--- src/rtl/alu_op_sequencer.sv ---
// rtl/alu_op_sequencer.sv - valid/ready front end for the 32-bit ALU; ALU_SEQ_STATS_EN builds the op/overflow counters
module alu_op_sequencer #(
    parameter int WIDTH = 32
) (
    input  logic             clk,
    input  logic             rst_n,
    input  logic             req_valid,
    output logic             req_ready,
    input  logic [3:0]       req_op,
    input  logic [WIDTH-1:0] req_a,
    input  logic [WIDTH-1:0] req_b,
    output logic [WIDTH-1:0] alu_src1,
    output logic [WIDTH-1:0] alu_src2,
    output logic             alu_invert_a,
    output logic             alu_invert_b,
    output logic [1:0]       alu_operation,
    input  logic [WIDTH-1:0] alu_result,
    input  logic             alu_zero,
    input  logic             alu_overflow,
    output logic             rsp_valid,
    input  logic             rsp_ready,
    output logic [WIDTH-1:0] rsp_result,
    output logic             rsp_zero,
    output logic             rsp_overflow,
    output logic             rsp_illegal,
    output logic [15:0]      op_count,
    output logic [15:0]      ovf_count
);

    localparam logic [1:0] ST_IDLE = 2'd0;
    localparam logic [1:0] ST_EXEC = 2'd1;
    localparam logic [1:0] ST_RESP = 2'd2;

    logic [1:0]       state_q, state_d;
    logic [WIDTH-1:0] alu_src1_q, alu_src1_d;
    logic [WIDTH-1:0] alu_src2_q, alu_src2_d;
    logic             inv_a_q, inv_a_d;
    logic             inv_b_q, inv_b_d;
    logic [1:0]       oper_q, oper_d;
    logic             ovf_en_q, ovf_en_d;
    logic [WIDTH-1:0] rsp_result_q, rsp_result_d;
    logic             rsp_zero_q, rsp_zero_d;
    logic             rsp_ovf_q, rsp_ovf_d;
    logic             rsp_illegal_q, rsp_illegal_d;

    logic             dec_legal;
    logic             dec_inv_a;
    logic             dec_inv_b;
    logic [1:0]       dec_oper;
    logic             dec_ovf_en;
    logic             load_req;

    // Opcode decode; only ADD and SUB report overflow
    always_comb begin
        dec_legal  = 1'b1;
        dec_inv_a  = 1'b0;
        dec_inv_b  = 1'b0;
        dec_oper   = 2'b00;
        dec_ovf_en = 1'b0;
        case (req_op)
            4'h0: dec_oper = 2'b00;
            4'h1: dec_oper = 2'b01;
            4'h2: begin dec_oper = 2'b10; dec_ovf_en = 1'b1; end
            4'h6: begin dec_inv_b = 1'b1; dec_oper = 2'b10; dec_ovf_en = 1'b1; end
            4'h7: begin dec_inv_b = 1'b1; dec_oper = 2'b11; end
            4'hC: begin dec_inv_a = 1'b1; dec_inv_b = 1'b1; dec_oper = 2'b00; end
            default: dec_legal = 1'b0;
        endcase
    end

    // Handshake outputs depend on state (and rsp_ready in RESP) only
    always_comb begin
        req_ready = (state_q == ST_IDLE) || ((state_q == ST_RESP) && rsp_ready);
        rsp_valid = (state_q == ST_RESP);
    end

    // Next-state: accept requests, capture the ALU after one settle cycle, hold the response
    always_comb begin
        state_d       = state_q;
        alu_src1_d    = alu_src1_q;
        alu_src2_d    = alu_src2_q;
        inv_a_d       = inv_a_q;
        inv_b_d       = inv_b_q;
        oper_d        = oper_q;
        ovf_en_d      = ovf_en_q;
        rsp_result_d  = rsp_result_q;
        rsp_zero_d    = rsp_zero_q;
        rsp_ovf_d     = rsp_ovf_q;
        rsp_illegal_d = rsp_illegal_q;
        load_req      = 1'b0;
        case (state_q)
            ST_IDLE: load_req = req_valid;
            ST_EXEC: begin
                rsp_result_d  = alu_result;
                rsp_zero_d    = alu_zero;
                rsp_ovf_d     = alu_overflow & ovf_en_q;
                rsp_illegal_d = 1'b0;
                state_d       = ST_RESP;
            end
            ST_RESP: begin
                if (rsp_ready) begin
                    if (req_valid) load_req = 1'b1;
                    else           state_d  = ST_IDLE;
                end
            end
            default: state_d = ST_IDLE;
        endcase
        if (load_req) begin
            alu_src1_d = req_a;
            alu_src2_d = req_b;
            inv_a_d    = dec_inv_a;
            inv_b_d    = dec_inv_b;
            oper_d     = dec_oper;
            ovf_en_d   = dec_ovf_en;
            if (dec_legal) begin
                state_d = ST_EXEC;
            end else begin
                rsp_result_d  = '0;
                rsp_zero_d    = 1'b0;
                rsp_ovf_d     = 1'b0;
                rsp_illegal_d = 1'b1;
                state_d       = ST_RESP;
            end
        end
    end

    // State and datapath registers
    always_ff @(posedge clk or negedge rst_n) begin
        if (!rst_n) begin
            state_q       <= ST_IDLE;
            alu_src1_q    <= '0;
            alu_src2_q    <= '0;
            inv_a_q       <= 1'b0;
            inv_b_q       <= 1'b0;
            oper_q        <= 2'b00;
            ovf_en_q      <= 1'b0;
            rsp_result_q  <= '0;
            rsp_zero_q    <= 1'b0;
            rsp_ovf_q     <= 1'b0;
            rsp_illegal_q <= 1'b0;
        end else begin
            state_q       <= state_d;
            alu_src1_q    <= alu_src1_d;
            alu_src2_q    <= alu_src2_d;
            inv_a_q       <= inv_a_d;
            inv_b_q       <= inv_b_d;
            oper_q        <= oper_d;
            ovf_en_q      <= ovf_en_d;
            rsp_result_q  <= rsp_result_d;
            rsp_zero_q    <= rsp_zero_d;
            rsp_ovf_q     <= rsp_ovf_d;
            rsp_illegal_q <= rsp_illegal_d;
        end
    end

    assign alu_src1      = alu_src1_q;
    assign alu_src2      = alu_src2_q;
    assign alu_invert_a  = inv_a_q;
    assign alu_invert_b  = inv_b_q;
    assign alu_operation = oper_q;
    assign rsp_result    = rsp_result_q;
    assign rsp_zero      = rsp_zero_q;
    assign rsp_overflow  = rsp_ovf_q;
    assign rsp_illegal   = rsp_illegal_q;

`ifdef ALU_SEQ_STATS_EN
    logic [15:0] op_count_q, op_count_d;
    logic [15:0] ovf_count_q, ovf_count_d;
    logic        rsp_fire;

    // Saturating counters of completed responses and of overflowing responses
    always_comb begin
        rsp_fire    = rsp_valid && rsp_ready;
        op_count_d  = op_count_q;
        ovf_count_d = ovf_count_q;
        if (rsp_fire && (op_count_q != 16'hFFFF)) op_count_d = op_count_q + 16'd1;
        if (rsp_fire && rsp_ovf_q && (ovf_count_q != 16'hFFFF)) ovf_count_d = ovf_count_q + 16'd1;
    end

    // Counter registers
    always_ff @(posedge clk or negedge rst_n) begin
        if (!rst_n) begin
            op_count_q  <= '0;
            ovf_count_q <= '0;
        end else begin
            op_count_q  <= op_count_d;
            ovf_count_q <= ovf_count_d;
        end
    end

    assign op_count  = op_count_q;
    assign ovf_count = ovf_count_q;
`else
    assign op_count  = 16'd0;
    assign ovf_count = 16'd0;
`endif

endmodule

--- config.mk ---
export PLATFORM = sky130hd
export DESIGN_NAME = alu_op_sequencer
export DESIGN_NICKNAME = d
export VERILOG_FILES = /design/src/rtl/alu_op_sequencer.sv
export SDC_FILE = /design/constraint.sdc
export NUM_CORES = 1
export LEC_CHECK = 0
export ABC_AREA = 0
export CAP_MARGIN = 25
export CORE_ASPECT_RATIO = 0.8
export CORE_MARGIN = 10
export CORE_UTILIZATION = 43
export CTS_BUF_LIST = sky130_fd_sc_hd__clkbuf_4 sky130_fd_sc_hd__clkbuf_8
export CTS_CLUSTER_SIZE = 10
export DETAILED_ROUTE_END_ITERATION = 10
export GPL_ROUTABILITY_DRIVEN = 0
export PLACE_DENSITY = 0.87
export SLEW_MARGIN = 5
export SYNTH_ARGS = -nofsm -noshare
export SYNTH_HDL_FRONTEND = slang
export SYNTH_SLANG_ARGS = --single-unit
--- constraint.sdc ---
create_clock -name clk -period 3.8 [get_ports clk]
set_input_delay 0.76 -clock clk [delete_from_list [all_inputs] [get_ports clk]]
set_output_delay 0.76 -clock clk [all_outputs]
set_load 0.03 [all_outputs]
==> metrics.txt <==
clock sink count 106; type of the setup path with the least slack in -> out; post-synthesis sequential element count 106; Inst Count DP 654; overall fraction of global-route tracks in use 0.164; routing usage on met3 0.0829; utilization after layout 0.669; most heavily used metal layer in global routing met2; initial standard-cell utilization of the core 0.439; number of maximum-capacitance constraint violations 0; drt wl/cell 18.8 um; deepest level of the CTS H-tree 3; post-layout power 3.51 mW; Cells after Synth 319; number of synthesized flops with an enable pin 0; post-route fraction of the period consumed by the critical path 0.750; Root Buffer Master clkbuf_8; met1 track demand over resource 0.179; combined area of the multi-input logic cells 1580 um2; Warnings, synthesis 0; final setup fails 0; Largest delay share family, worst path buffers and inverters; Period minus WS final 2.85 ns; Cell Area, Synth 4480 um2; largest incremental delay on the critical path 0.68 ns; number of global-route vias before repair 3,502; buffers inserted by post-CTS timing repair 0; pwr dens 514 nW/um2; total global routing overflow 0; required time of the critical path 3.04 ns; Post-Layout Cell Count 671; type of element capturing the critical path primary output; buffer levels on the longest clock path 2; post-synthesis cell type count 27; floorplan core area 10,200 um2; met2 Track Usage GR 0.276; growth of design area from synthesis to finish 52.3%; area of the die 14,900 um2; crit-path cells clkdlybuf4s50_1 > nor2b_4 > nor2_1 > clkdlybuf4s50_1; Filler cells 749; critical path's most frequent cell clkdlybuf4s50_1; Reg area 2650 um2; number of antenna repair diodes 0; sum of negative setup slack 0 ns; Final nets 632; number of nets still failing antenna checks after routing 0; Clock Skew 0.00734 ns; PortBufs 210; Max Clk Rate 0.351 GHz; slowest CP cell clkdlybuf4s50_1; max-slew violation count 0; worst-margin pin slew 0.544 ns; clock buffer count from CTS 9; Hold Fails Final Rpt 0; Bufs and invs on worst path 2; total via count in the routed design 3,212; # IOs 243; number of buffers inserted by hold repair at cts 0; number of detailed-route iterations in the first pass 4; total DRC errors in the routed layout 0; slew margin rel. 0.637; most common cell after layout, fill and taps aside clkdlybuf4s50_1; share of cells above drive strength 1 0.158; number of antenna violations at the first check in global routing 0; category of the worst setup path launch point input port; run status finished clean; commonest cells after routing, fill and taps aside 209 x clkdlybuf4s50_1, 106 x dfrtp_1, 57 x mux2_2; post-CTS sizing 0; detailed placement HPWL 9750 um; via/cell ratio 4.79; Worst Hold Class in -> async; clock latency of the later-clocked register in the worst-skew pair 0.36 ns; post-synthesis async set-or-reset flop share 1.00; sequential share of the synthesized area 0.592; pin count of the biggest net entering global routing 106; wire length of the first global-routing pass 19,700 um; width of the die 134 um; worst-path maximum fanout 3; wirelength, routed 12,600 um; die span in y 111 um; worst hold slack 0.375 ns; unrepaired setup endpoints after global routing no; Site Rows 33; Max VDD drop 498 uV; mean instance size in the synthesized netlist 14.0 um2; DR iter-0 viols 103; top flip-flop cell by instance count after synthesis dfrtp_1; static leakage 2.83 nW; clock-pin slew on the worst setup and hold paths 0.10 ns; critical path arrival 2.09 ns; CTS tree done
[worst register-to-register path: stages, from the launching register on]
cell,delay (ns)
dfrtp_1,0.44
nor2b_4,0.16
nor3b_4,0.22
buf_12,0.42
mux2_2,0.50
[power breakdown]
group          total [mW]  internal (mW)  switching [mW]  leakage [nW]
combinational        1.32          0.595           0.721          1.41
sequential           1.42           1.32           0.103          1.31
clock               0.771          0.391           0.380         0.109
total                3.51           2.31            1.20          2.83
[worst paths after layout]
path	start	depth (start not counted)	endpoint	slack, ns
max in group asynchronous	rst_n	3	rsp_result[12]	2.46
min in group clk	alu_src1[10]	1	alu_src1[10]	0.49
max	rsp_ready	4	req_ready	0.95
min reg2reg	alu_src1[10]	1	alu_src1[10]	0.49
max reg2reg	state_q[1]	4	alu_src1[18]	1.95
min	rst_n	1	alu_src1[1]	0.38
[per-stage QoR]
step | instance area, um2 | worst slack (ns)
after floorplan | 4600 | 1.85
after global placement | 6560 | 0.938
after detailed placement | 6580 | 0.942
after CTS | 6810 | 0.938
after global routing | 6830 | 0.903
final | 6830 | 0.950
[cells by family after synthesis]
| group | synth area share |
|---|---|
| other | 0.000837 |
| buffers and inverters | 0.0824 |
| DFF | 0.592 |
| muxes | 0.247 |
| AOI/OAI and AO/OA | 0.0455 |
| and+or+nand+nor | 0.0310 |
| xor gates and xnor gates | 0.00195 |
[final cells by class]
type / count / area share
Multi-Input combinational cell: 190 / 0.232
Clock buffer: 10 / 0.0202
Timing Repair Buffer: 215 / 0.318
Tap cell: 140 / 0.0257
Sequential cell: 106 / 0.388
Clock inverter: 6 / 0.0130
Inverter: 4 / 0.00220
[flip-flops by register name (all words and copies together), names as in the netlist]
| name | flops |
|---|---|
| state_q | 2 |
| alu_src2 | 32 |
| ovf_en_q | 1 |
| rsp_zero | 1 |
| rsp_illegal | 1 |
| alu_invert_a | 1 |
| alu_operation | 2 |
| rsp_overflow | 1 |
| alu_src1 | 32 |
| rsp_result | 32 |
| alu_invert_b | 1 |
[per-layer routing]
metal,share of wire,wire length (um)
met4,0.016,207
met2,0.50,6260
met3,0.11,1370
met1,0.38,4780
met5,0,0
[cell usage after synthesis (2+ instances only)]
library cell | number | area share
dfrtp_1 | 106 | 0.59
mux2_2 | 57 | 0.14
buf_4 | 39 | 0.065
mux2i_1 | 35 | 0.078
a21oi_1 | 34 | 0.038
buf_2 | 10 | 0.011
mux2_1 | 10 | 0.025
inv_1 | 4 | 0.0033
nor2_1 | 3 | 0.0025
nor2b_1 | 3 | 0.0042
nand2b_1 | 2 | 0.0028
(Power assumes the default switching activity.)
